File: config.mk
export PLATFORM = sky130hd
export DESIGN_NAME = ldl_bin2hot_v2
export DESIGN_NICKNAME = d
export VERILOG_FILES = /design/src/rtl/ldl_bin2hot_v2_pkg.sv /design/src/rtl/ldl_bin2hot_v2_skid_buf.sv /design/src/rtl/ldl_bin2hot_v2.sv
export SDC_FILE = /design/constraint.sdc
export NUM_CORES = 1
export LEC_CHECK = 0
export ABC_AREA = 0
export BUFFER_PORTS_ARGS = -buffer_cell sky130_fd_sc_hd__buf_2
export CAP_MARGIN = 20
export CORE_ASPECT_RATIO = 2
export CORE_MARGIN = 4
export CORE_UTILIZATION = 38
export CTS_CLUSTER_SIZE = 12
export DETAILED_ROUTE_END_ITERATION = 10
export PLACE_DENSITY_LB_ADDON = 0.05
export RECOVER_POWER = 100
export SYNTH_ARGS = -nofsm -noshare
export SYNTH_HDL_FRONTEND = slang
export SYNTH_SLANG_ARGS = --single-unit
File: constraint.sdc
create_clock -name clk -period 1.95 [get_ports clk]
set_clock_uncertainty 0.15 [all_clocks]
set_input_delay 0.39 -clock clk [delete_from_list [all_inputs] [get_ports clk]]
set_output_delay 0.39 -clock clk [all_outputs]
set_load 0.03 [all_outputs]
File: src/rtl/ldl_bin2hot_v2_pkg.sv
// Shared types and helpers for the flow-controlled binary-to-vector decoder.
// Holds the mode encoding and the per-bit decode rule used by ldl_bin2hot_v2.
package ldl_bin2hot_pkg;

    // Decode modes, matching the 2-bit in_mode encoding on the top-level port.
    typedef enum logic [1:0] {
        MODE_ONEHOT  = 2'd0,
        MODE_THERMO  = 2'd1,
        MODE_ONECOLD = 2'd2,
        MODE_ACCUM   = 2'd3
    } mode_e;

    // Widest index the decoder is meant to be built with.
    localparam int MAX_BIN_WIDTH = 8;

    // Value of output bit idx for index x. An out-of-range x never equals
    // and always exceeds every legal idx. That gives 0 for one-hot, all ones
    // for thermometer and one-cold, and an unchanged accumulator, with no
    // special-case logic.
    function automatic logic decode_bit(
        input mode_e       mode,
        input logic [31:0] idx,
        input logic [31:0] x,
        input logic        acc_bit
    );
        logic bit_val;
        case (mode)
            MODE_ONEHOT:  bit_val = (idx == x);
            MODE_THERMO:  bit_val = (idx <= x);
            MODE_ONECOLD: bit_val = (idx != x);
            MODE_ACCUM:   bit_val = acc_bit | (idx == x);
            default:      bit_val = 1'b0;
        endcase
        return bit_val;
    endfunction

endpackage

File: src/rtl/ldl_bin2hot_v2_skid_buf.sv
// Generic 2-entry valid/ready skid register.
// The main entry drives the downstream side. The skid entry catches the one
// beat that was accepted in the same cycle the downstream stalled. up_ready
// comes straight from a flop, so upstream sees no combinational path from
// dn_ready.
module ldl_skid_buf #(
    parameter int DATA_WIDTH = 8
) (
    input  logic                  clk,
    input  logic                  rst_n,
    input  logic                  up_valid,
    output logic                  up_ready,
    input  logic [DATA_WIDTH-1:0] up_data,
    output logic                  dn_valid,
    input  logic                  dn_ready,
    output logic [DATA_WIDTH-1:0] dn_data
);

    logic                  main_valid_q;
    logic [DATA_WIDTH-1:0] main_data_q;
    logic                  skid_valid_q;
    logic [DATA_WIDTH-1:0] skid_data_q;
    logic                  up_fire;

    assign up_ready = ~skid_valid_q;
    assign up_fire  = up_valid & up_ready;
    assign dn_valid = main_valid_q;
    assign dn_data  = main_data_q;

    // When the main entry is free or draining, refill it from the skid entry
    // first (to keep order), otherwise from upstream. When it is stalled, park
    // the incoming beat in the skid entry.
    always_ff @(posedge clk) begin
        if (!rst_n) begin
            main_valid_q <= 1'b0;
            main_data_q  <= '0;
            skid_valid_q <= 1'b0;
            skid_data_q  <= '0;
        end else if (!main_valid_q || dn_ready) begin
            if (skid_valid_q) begin
                main_data_q  <= skid_data_q;
                main_valid_q <= 1'b1;
                skid_valid_q <= 1'b0;
            end else if (up_fire) begin
                main_data_q  <= up_data;
                main_valid_q <= 1'b1;
            end else begin
                main_valid_q <= 1'b0;
            end
        end else if (up_fire) begin
            skid_data_q  <= up_data;
            skid_valid_q <= 1'b1;
        end
    end

endmodule

File: src/rtl/ldl_bin2hot_v2.sv
// Registered, valid/ready binary-to-vector decoder.
// Modes are one-hot, thermometer, one-cold and sticky accumulate.
// out_err flags an index that does not fit in OUT_WIDTH.
// Build option LDL_BIN2HOT_V2_SKID_EN adds a 2-entry skid buffer in front of
// the output, so in_ready is registered. Without it there is a single output
// register, and in_ready depends combinationally on out_ready.
module ldl_bin2hot_v2
    import ldl_bin2hot_pkg::*;
#(
    parameter int BIN_WIDTH = 4,
    parameter int OUT_WIDTH = 1 << BIN_WIDTH
) (
    input  logic                 clk,
    input  logic                 rst_n,
    input  logic                 in_valid,
    output logic                 in_ready,
    input  logic [BIN_WIDTH-1:0] in_x,
    input  logic [1:0]           in_mode,
    input  logic                 acc_clr,
    output logic                 out_valid,
    input  logic                 out_ready,
    output logic [OUT_WIDTH-1:0] out_y,
    output logic                 out_err,
    output logic [OUT_WIDTH-1:0] acc_y
);

    mode_e                mode_in;
    logic [31:0]          x_ext;
    logic                 in_fire;
    logic [OUT_WIDTH-1:0] acc_q;
    logic [OUT_WIDTH-1:0] acc_base;
    logic [OUT_WIDTH-1:0] dec_y;
    logic                 dec_err;

    assign mode_in = mode_e'(in_mode);
    assign x_ext   = 32'(in_x);
    assign in_fire = in_valid & in_ready;
    assign acc_y   = acc_q;

    // Decode the incoming index. A same-cycle acc_clr wipes the accumulator
    // before the new bit is OR-ed in, so clear-then-set needs no extra state.
    always_comb begin
        acc_base = acc_clr ? '0 : acc_q;
        dec_y    = '0;
        for (int i = 0; i < OUT_WIDTH; i++) begin
            dec_y[i] = decode_bit(mode_in, i, x_ext, acc_base[i]);
        end
        dec_err = (x_ext >= 32'(OUT_WIDTH));
    end

    // The accumulator changes only on an accepted accumulate beat or on a
    // clear. An accepted beat already carries the clear through acc_base.
    always_ff @(posedge clk) begin
        if (!rst_n) begin
            acc_q <= '0;
        end else if (in_fire && (mode_in == MODE_ACCUM)) begin
            acc_q <= dec_y;
        end else if (acc_clr) begin
            acc_q <= '0;
        end
    end

`ifdef LDL_BIN2HOT_V2_SKID_EN

    logic                 skid_up_ready;
    logic [OUT_WIDTH:0]   skid_dn_data;

    ldl_skid_buf #(
        .DATA_WIDTH (OUT_WIDTH + 1)
    ) u_skid_buf (
        .clk      (clk),
        .rst_n    (rst_n),
        .up_valid (in_valid),
        .up_ready (skid_up_ready),
        .up_data  ({dec_err, dec_y}),
        .dn_valid (out_valid),
        .dn_ready (out_ready),
        .dn_data  (skid_dn_data)
    );

    assign in_ready = rst_n & skid_up_ready;
    assign out_err  = skid_dn_data[OUT_WIDTH];
    assign out_y    = skid_dn_data[OUT_WIDTH-1:0];

`else

    logic                 out_valid_q;
    logic [OUT_WIDTH-1:0] out_y_q;
    logic                 out_err_q;

    assign in_ready  = rst_n & (~out_valid_q | out_ready);
    assign out_valid = out_valid_q;
    assign out_y     = out_y_q;
    assign out_err   = out_err_q;

    // Single output register: load on accept, otherwise drop valid once the
    // held beat has been taken, and keep the payload stable while stalled.
    always_ff @(posedge clk) begin
        if (!rst_n) begin
            out_valid_q <= 1'b0;
            out_y_q     <= '0;
            out_err_q   <= 1'b0;
        end else if (in_fire) begin
            out_valid_q <= 1'b1;
            out_y_q     <= dec_y;
            out_err_q   <= dec_err;
        end else if (out_ready) begin
            out_valid_q <= 1'b0;
        end
    end

`endif

endmodule
Word level (Yosys, flattened, before mapping)
Index checks and enable logic that the tools add are counted.
{"block": "totals", "reg_bits": 34, "in_bits": 11, "output_inout_bits": 35, "wordCells": 99}
{"block": "op_classes", "magnitude_cmp": 17, "n_eq_ne": 33, "n_mux": 20, "bitwise": 20, "n_reduce_logical": 5}
{"cell": "one-hot mux 1 bit (4 select lines)", "n": 16}
{"cell": "== test 4 bit (first input constant)", "n": 8}
{"cell": "less-or-equal comparator 4 bit (first input constant)", "n": 8}
{"cell": "logical NOT 32 bit", "n": 1}
{"cell": "two-way mux 16 bit", "n": 2}
{"cell": "inequality test 4 bit (first input constant)", "n": 8}
{"cell": "nonzero test 32 bit", "n": 1}
{"cell": "OR 1 bit", "n": 17}
{"cell": "== test 3 x 4 -> 1 bit (first input constant)", "n": 4}
{"cell": "less-or-equal comparator 3 x 4 -> 1 bit (first input constant)", "n": 4}
{"cell": "inequality test 3 x 4 -> 1 bit (first input constant)", "n": 4}
{"cell": "== test 2 x 4 -> 1 bit (first input constant)", "n": 2}
{"cell": "less-or-equal comparator 1 x 4 -> 1 bit (first input constant)", "n": 2}
{"cell": "less-or-equal comparator 2 x 4 -> 1 bit (first input constant)", "n": 2}
{"cell": "inequality test 2 x 4 -> 1 bit (first input constant)", "n": 2}
{"cell": ">= comparator 4 x 5 -> 1 bit (second input constant)", "n": 1}
{"cell": "== test 1 x 4 -> 1 bit (first input constant)", "n": 1}
{"cell": "== test 2 bit (second input constant)", "n": 2}
{"cell": "inequality test 1 x 4 -> 1 bit (first input constant)", "n": 1}
{"cell": "AND 1 bit", "n": 2}
{"cell": "== test 2 x 1 -> 1 bit (second input constant)", "n": 1}
{"cell": "logical NOT 2 bit", "n": 1}
{"cell": "two-way mux 1 bit", "n": 2}
{"cell": "nonzero test 2 bit", "n": 1}
{"cell": "other kinds (2)", "n": 2}

Longest topological paths before layout
Gate-level depths: netlist of run 1.
{"block": "depth", "ltp_word": 6, "depth_mapped": 6, "mapped_depth_nobuf": 4}

Worst setup path before layout of run 1
No wires, ideal clock.
{"block": "synth_timing", "path_kind": "in2reg", "startpoint": "in in_x[2]", "endpoint": "reg out_y_q[4], in the netlist out_y[4]", "arrival_time_ns": 1.482, "setup_slack_ns": 0.201, "stages": 6, "cell_sequence": "buf_6 > or2_1 > buf_6 > nand2_2 > or3b_1 > a32o_1"}
{"block": "synth_between", "elab_chain_len": 3, "word_cells_on_any_way": 5, "cone_classes": "1 x order compare; 2 x eq/ne; 1 x mux; 1 x bitwise"}
{"element": "start: declaration", "line_no": "ldl_bin2hot_v2.sv:17", "rtl": "input logic [BIN_WIDTH-1:0] in_x,"}
{"element": "branches (longest 2 deep; another with less-or-equal comparator 3 x 4 -> 1 bit)"}
{"element": "one-hot mux 1 bit (4 select lines) (*)", "line_no": "ldl_bin2hot_v2_pkg.sv:27", "rtl": "case (mode)"}
{"element": "end signal: assignment", "line_no": "ldl_bin2hot_v2.sv:105", "rtl": "out_y_q <= dec_y;"}
{"element": "end: declaration", "line_no": "ldl_bin2hot_v2.sv:88", "rtl": "logic [OUT_WIDTH-1:0] out_y_q;"}
Every way passes the cells marked *.
A chain may end at the register's enable or synchronous reset.

Final worst setup path of run 1
{"block": "layout_timing", "startpoint": "in rst_n", "endpoint": "reg out_y_q[1], in the netlist out_y[1]"}
{"block": "layout_between", "elab_chain_len": 2}
{"element": "start: declaration", "line_no": "ldl_bin2hot_v2.sv:14", "rtl": "input logic rst_n,"}
{"element": "AND 1 bit", "line_no": "ldl_bin2hot_v2.sv:91", "rtl": "assign in_ready = rst_n & (~out_valid_q | out_ready);"}
{"element": "AND 1 bit", "line_no": "ldl_bin2hot_v2.sv:37", "rtl": "assign in_fire = in_valid & in_ready;"}
Parallel ways exist; a longest one is shown, timed or not.

==> results.md, run 1 <==
* Reg2reg start: out_valid
* Rows at 35
* Most frequent cells in the layout: clkbuf_1, dfxtp_1, a21oi_1, o21ai_0, nor2_1
* Clk Tree Root Cell: clkbuf_8
* Clk Latency, worst-skew pair at 0.29 ns
* Worst Tran Pin Value at 0.512 ns
* Final min period at 1.71 ns
* Vias/cell at 5.65
* Post-synthesis compound-gate area fraction at 30.0%
* Number of synthesis warnings at 0
* Commonest non-fill, non-tap cell in the layout: clkbuf_1
* Port buffer count at 44
* Required time worst endpoint at 2.03 ns
* Syn avg cell area at 7.88 sq um
* HP Class: input pin to flip-flop
* Initial Util at 40.0%
* Synth cell types at 48
* Hold Startpoint: in_valid
* Critical Path Slowest Stage Cell: clkbuf_1
* DRT iter0 DRCs at 49
* Yosys top cell area share at 35.2%
* CP Cell Sequence: clkbuf_1 -> nand3_1 -> clkbuf_2 -> a311oi_1 -> a32o_1
* Mapped cell area at 1870 sq um
* Antenna Cells at 0
* Fin. Hold Viols at 0
* Die outline height at 107 um
* TritonRoute pass-1 iters at 4
* CP Launch Type: input pin
* Post-CTS sizing at 0
* Post-Route Setup TNS at 0 ns
* FF-to-FF path depth at 5
* GRT Total Usage at 19.2%
* Synth area leaders: dfxtp_1, a21oi_1, nand2b_1, o21ai_0, and2_1
* Mux contribution to synthesized area at 0.601%
* R2r setup slk at 0.36 ns
* CP bufs+invs at 2
* Status: completed
* Kind of critical path: input pin to flip-flop
* Hold path cells at 3
* Vias in the first global route at 1847
* First-pass GRT wire length at 9220 um
* Post-CTS Hold Buffers at 0
* Simple-Gate Fraction of Synth Area at 26.4%
* Share of layout cells above drive strength 1 at 12.3%
* Seq cells post-synth at 33
* Clk sink count at 33
* EDFF count, synth at 0
* Overflow after GRT at 0
* Max Slew Vio Count at 0
* Critical Path Fanout Max at 13
* Max incr delay on CP at 0.39 ns
* Endpoint class of the critical path: flip-flop
* Largest family of logic cells by synthesized area: compound AO/OA/AOI/OAI gates
* Total CTS buffers at 5
* Leak at 0.837 nW
* Post-DRT Antenna Nets at 0
* XOR/XNOR share of the synthesized area at 0%
* Core Region at 4690 sq um
* Yosys top cell by area: dfxtp_1
* WL final at 5760 um
* Hold path endpoint: out_valid
* Final period util at 87.5%
* Largest net degree at the start of global routing at 29
* RSZ-0062 raised after global routing: false
* Final Net Count at 294
* Cell count after synthesis at 238
* Average routed wire per standard cell at 17.0 um
* Synth Area in Adders at 0%
* Crit-path leading delay family: buffers and inverters
* Tot Pwr at 1.64 mW
* Hpwl dp at 4210 um
* Reg clk slew, reported paths at 0.07 ns
* Critical path data arrival time at 1.79 ns
* CTS tree: yes
* Growth of design area from synthesis to finish at 19.4%
* Sequential cell area fraction in the yosys report at 35.2%
* Die ar. at 6190 sq um
* RD Place Congestion at 0.887
* Setup Viol. Count Final at 0
* Initial antenna violation count at 0
* Most common flop cell mapped by yosys: dfxtp_1
* CTS Buffer Depth at 2
* Via Count at 1915
* Peak VDD IR at 0.403 mV
* Die Wd at 57.7 um
* H-tree depth at 2
* Post-CTS setup buffers at 0
* Cell Pwr Density at 732 nW/um^2
* Ports at 46
* Final-layout fill cell count at 496
* Synth async-reset ratio at 0%
* Max-Cap Viols at 0
* Fmax at 586 MHz
* Syn nets at 249
* Rel. slew slack at 65.9%
* Worst r2r dst: out_y[1]
* DRC viols at 0
-- per-stage QoR --
stage                     setup slack [ns]  std cells  utilization [%]  cell area [sq um]  hold WS [ns]
after CTS                            0.304        339             48.9               2290         0.242
after detailed placement             0.107        331             46.7               2190         0.307
after global placement               0.124        331             46.7               2190         0.301
after floorplan                      0.201        238                -               1870         0.379
after global routing                 0.120        339             47.7               2240         0.269
final                                0.243        339             47.7               2240         0.243
-- cell usage after synthesis (all sizes together) (2+ instances only) --
master  count
a22o        3
nor2b       6
nor2       14
a31oi       5
buf        11
nand4       3
o21ai      21
or2         4
inv         7
a32o        5
o211ai      3
nand4b      2
a21boi      3
clkbuf     12
dfxtp      33
o311ai      4
nand2b     13
o31ai       3
a21o        3
a21oi      20
o221ai      5
nand2      13
o21bai      2
nand3       7
and3        6
and2       10
nor3        4
-- routing by layer --
layer / vias to the layer above / track usage (%) / share of wire, %
met3: 19 / 3.36 / 4.4
met1: 884 / 21.3 / 40
met4: 0 / 8.29 / 3.1
li1: 949 / - / -
met5: - / 0 / 0
met2: 63 / 34.7 / 52
-- state kept, by name, indices dropped and copies added (netlist names) --
name,flops
acc_y,16
out_y,16
out_valid,1
-- tightest hold or removal path, delay by kind of cell --
family | cells | cell delay (ns)
buf+inv | 2 | 0.17
compound gates | 1 | 0.07
-- worst max-delay path by stage --
| stage | to | cells past startpoint | startpoint | slack, ns |
|---|---|---|---|---|
| 2_1_floorplan | out_y[4] | 6 | in_x[2] | 0.20 |
| 3_3_place_gp | out_y[0] | 5 | in_x[1] | 0.12 |
| 3_5_place_dp | out_y[0] | 5 | in_x[1] | 0.11 |
| 4_1_cts | in_ready | 3 | out_valid | 0.30 |
| 5_1_grt | out_y[1] | 5 | rst_n | 0.12 |
| 6_report | out_y[1] | 5 | rst_n | 0.24 |
-- cells by family (layout without fill, tap and decap cells) --
kind of cell | Yosys count | count (layout)
mux | 1 | 1
compound gates | 85 | 85
other cells | 1 | 1
simple gates | 88 | 88
buf+inv | 30 | 76
flops | 33 | 33
-- power by group --
| part | total, mW | switching (mW) | leakage [nW] | internal, mW |
|---|---|---|---|---|
| sequential | 0.722 | 0.0157 | 0.270 | 0.707 |
| combinational | 0.337 | 0.227 | 0.512 | 0.110 |
| clock | 0.579 | 0.260 | 0.0542 | 0.319 |
| total | 1.64 | 0.502 | 0.837 | 1.14 |
-- layout make-up --
cell class	instances	area, sq um	share of cell area [%]
tap	55	68.8	3.08
clock inverter	1	5.00	0.224
timing repair buffer	61	307	13.7
sequential	33	661	29.5
inverter	7	26.3	1.17
clock buffer	7	96.3	4.31
multi-input combinational	175	1070	48.0
Note: power is estimated with default switching activity, not from simulation.
==> inputs of run 2 (changes only) <==
--- a/config.mk
+++ b/config.mk
@@ -9,7 +9,7 @@
 export BUFFER_PORTS_ARGS = -buffer_cell sky130_fd_sc_hd__buf_2
 export CAP_MARGIN = 20
 export CORE_ASPECT_RATIO = 2
-export CORE_MARGIN = 4
+export CORE_MARGIN = 10
 export CORE_UTILIZATION = 38
 export CTS_CLUSTER_SIZE = 12
 export DETAILED_ROUTE_END_ITERATION = 10
==> run 2 against run 1 <==
Against the previous run:
- cell count up 0.88%
- worst setup slack worse by 0.034 ns
- routed wire length rose by 6.3%
- via count is 1.1% higher
- critical path depth decreased by 2
- register-to-register slack lost 0.03 ns
- sequential share of layout area decreased by 0.36 points
- sequential power about the same
- die area is 34% higher
- sequential cell count unchanged
- utilization fell by 0.76 points
- final area rose by 1.2%
- critical path type is now flip-flop to output port
==> results.md, run 2 (synthesis gave the netlist of run 1 again) <==
* Die outline height at 119 um (+11%)
* CP Launch Type: flip-flop
* RD Place Congestion at 0.839 (-5.4%)
* Antenna Cells at 0 (unchanged)
* Commonest non-fill, non-tap cell in the layout: clkbuf_1
* Port buffer count at 44 (unchanged)
* Clk Tree Root Cell: clkbuf_8
* Critical path data arrival time at 1.20 ns (-0.59 ns)
* First-pass GRT wire length at 9880 um (+7.2%)
* Vias in the first global route at 2005 (+8.6%)
* Growth of design area from synthesis to finish at 20.8%
* Final min period at 1.74 ns (+0.0342 ns)
* Largest net degree at the start of global routing at 25 (-14%)
* Crit-path leading delay family: flip-flops
* Critical Path Slowest Stage Cell: dfxtp_1
* Overflow after GRT at 0 (unchanged)
* Worst Tran Pin Value at 0.513 ns (+0.00122 ns)
* Reg clk slew, reported paths at 0.07 ns (about the same)
* Initial Util at 38.9% (-1.1 points)
* Kind of critical path: flip-flop to output port
* Endpoint class of the critical path: output port
* Post-CTS sizing at 0 (unchanged)
* DRT iter0 DRCs at 85 (+73%)
* Critical Path Fanout Max at 5 (-8)
* Max-Cap Viols at 0 (unchanged)
* Required time worst endpoint at 1.41 ns (-0.62 ns)
* H-tree depth at 2 (unchanged)
* Leak at 0.838 nW (+0.23%)
* Average routed wire per standard cell at 17.9 um (+5.3%)
* CP Cell Sequence: nand2b_1 -> and2_1 -> clkbuf_1
* Peak VDD IR at 0.527 mV (+31%)
* Most frequent cells in the layout: clkbuf_1, dfxtp_1, a21oi_1, o21ai_0, nor2_1
* Cell Pwr Density at 771 nW/um^2 (+5.2%)
* Fin. Hold Viols at 0 (unchanged)
* Final Net Count at 295 (+0.34%)
* Share of layout cells above drive strength 1 at 10.9% (-1.4 points)
* Core Region at 4820 sq um (+2.9%)
* Hold path endpoint: out_valid
* Total CTS buffers at 5 (unchanged)
* Hpwl dp at 4660 um (+11%)
* CTS tree: yes
* Area of the multi-input gates at 1070 sq um (-0.35%)
* Max incr delay on CP at 0.31 ns (-0.08 ns)
* Setup Viol. Count Final at 0 (unchanged)
* Rel. slew slack at 65.8% (-0.10 points)
* TritonRoute pass-1 iters at 4 (unchanged)
* Worst r2r dst: acc_y[0]
* Final-layout fill cell count at 517 (+4.2%)
* Hold path cells at 3 (unchanged)
* Die Wd at 69.7 um (+21%)
* Post-Route Setup TNS at 0 ns (unchanged)
* CTS Buffer Depth at 2 (unchanged)
* WL final at 6120 um (+6.3%)
* Placed cells at 334 (+0.91%)
* Vias/cell at 5.66 (+0.21%)
* HP Class: input pin to flip-flop
* R2r setup slk at 0.33 ns (-0.03 ns)
* Final period util at 89.3% (+1.8 points)
* Ports at 46 (unchanged)
* Rows at 36 (+2.9%)
* Die ar. at 8310 sq um (+34%)
* Status: completed
* Post-DRT Antenna Nets at 0 (unchanged)
* Reg2reg start: out_valid
* CP bufs+invs at 1 (-1)
* Register Area at 661 sq um (unchanged)
* Fmax at 574 MHz (-2.0%)
* FF-to-FF path depth at 5 (unchanged)
* DRC viols at 0 (unchanged)
* Hold Startpoint: in_valid
* RSZ-0062 raised after global routing: false
* Clk sink count at 33 (unchanged)
* Post-CTS setup buffers at 0 (unchanged)
* GRT Total Usage at 14.5% (-4.8 points)
* Clk Latency, worst-skew pair at 0.29 ns (about the same)
* Post-CTS Hold Buffers at 0 (unchanged)
* Max Slew Vio Count at 0 (unchanged)
* Fin cells at 342 (+0.88%)
* Via Count at 1936 (+1.1%)
* Initial antenna violation count at 0 (unchanged)
[run 2: worst min-delay path: stages]
cell and delay [ns]:
buf_2 0.12, inv_1 0.05, a21boi_0 0.06
[run 2: routing by layer]
metal | up-vias | GRT usage [%] | part of all wire, %
met5 | - | 0 | 0
met4 | 0 | 8.93 | 3.7
met3 | 15 | 3.16 | 3.5
met2 | 58 | 26.9 | 55
met1 | 902 | 13.9 | 38
li1 | 961 | - | -
[run 2: cell type report]
cell class,count,area share [%]
multi-input combinational,175,47.2
sequential,33,29.2
timing repair buffer,62,14.1
clock buffer,7,3.81
tap,57,3.15
clock inverter,1,1.33
inverter,7,1.16
[run 2: per-stage QoR]
stage | power (mW) | utilization, % | hold WS (ns) | worst slack, ns | instance area [sq um]
2_1_floorplan | 0.975 | - | 0.379 | 0.201 | 1870
3_5_place_dp | 1.10 | 45.9 | 0.308 | 0.127 | 2210
3_3_place_gp | 1.10 | 45.9 | 0.306 | 0.144 | 2210
6_report | 1.75 | 47.0 | 0.237 | 0.209 | 2260
4_1_cts | 1.78 | 48.3 | 0.232 | 0.313 | 2330
5_1_grt | 1.82 | 47.0 | 0.251 | 0.125 | 2260
[run 2: where the power goes]
group          switching (mW)  internal, mW  total (mW)
combinational           0.229         0.113       0.342
clock                   0.263         0.417       0.680
sequential             0.0171         0.707       0.724
total                   0.509          1.24        1.75
[run 2: worst max-delay path by stage]
stage               startpoint        to  slack (ns)  cells after the start
finish               out_valid  in_ready        0.21                      3
global route           in_x[3]  out_y[8]        0.13                      5
CTS                  out_valid  in_ready        0.31                      3
detailed placement     in_x[2]  out_y[0]        0.13                      5
global placement       in_x[2]  out_y[0]        0.14                      5
floorplan              in_x[2]  out_y[4]        0.20                      6
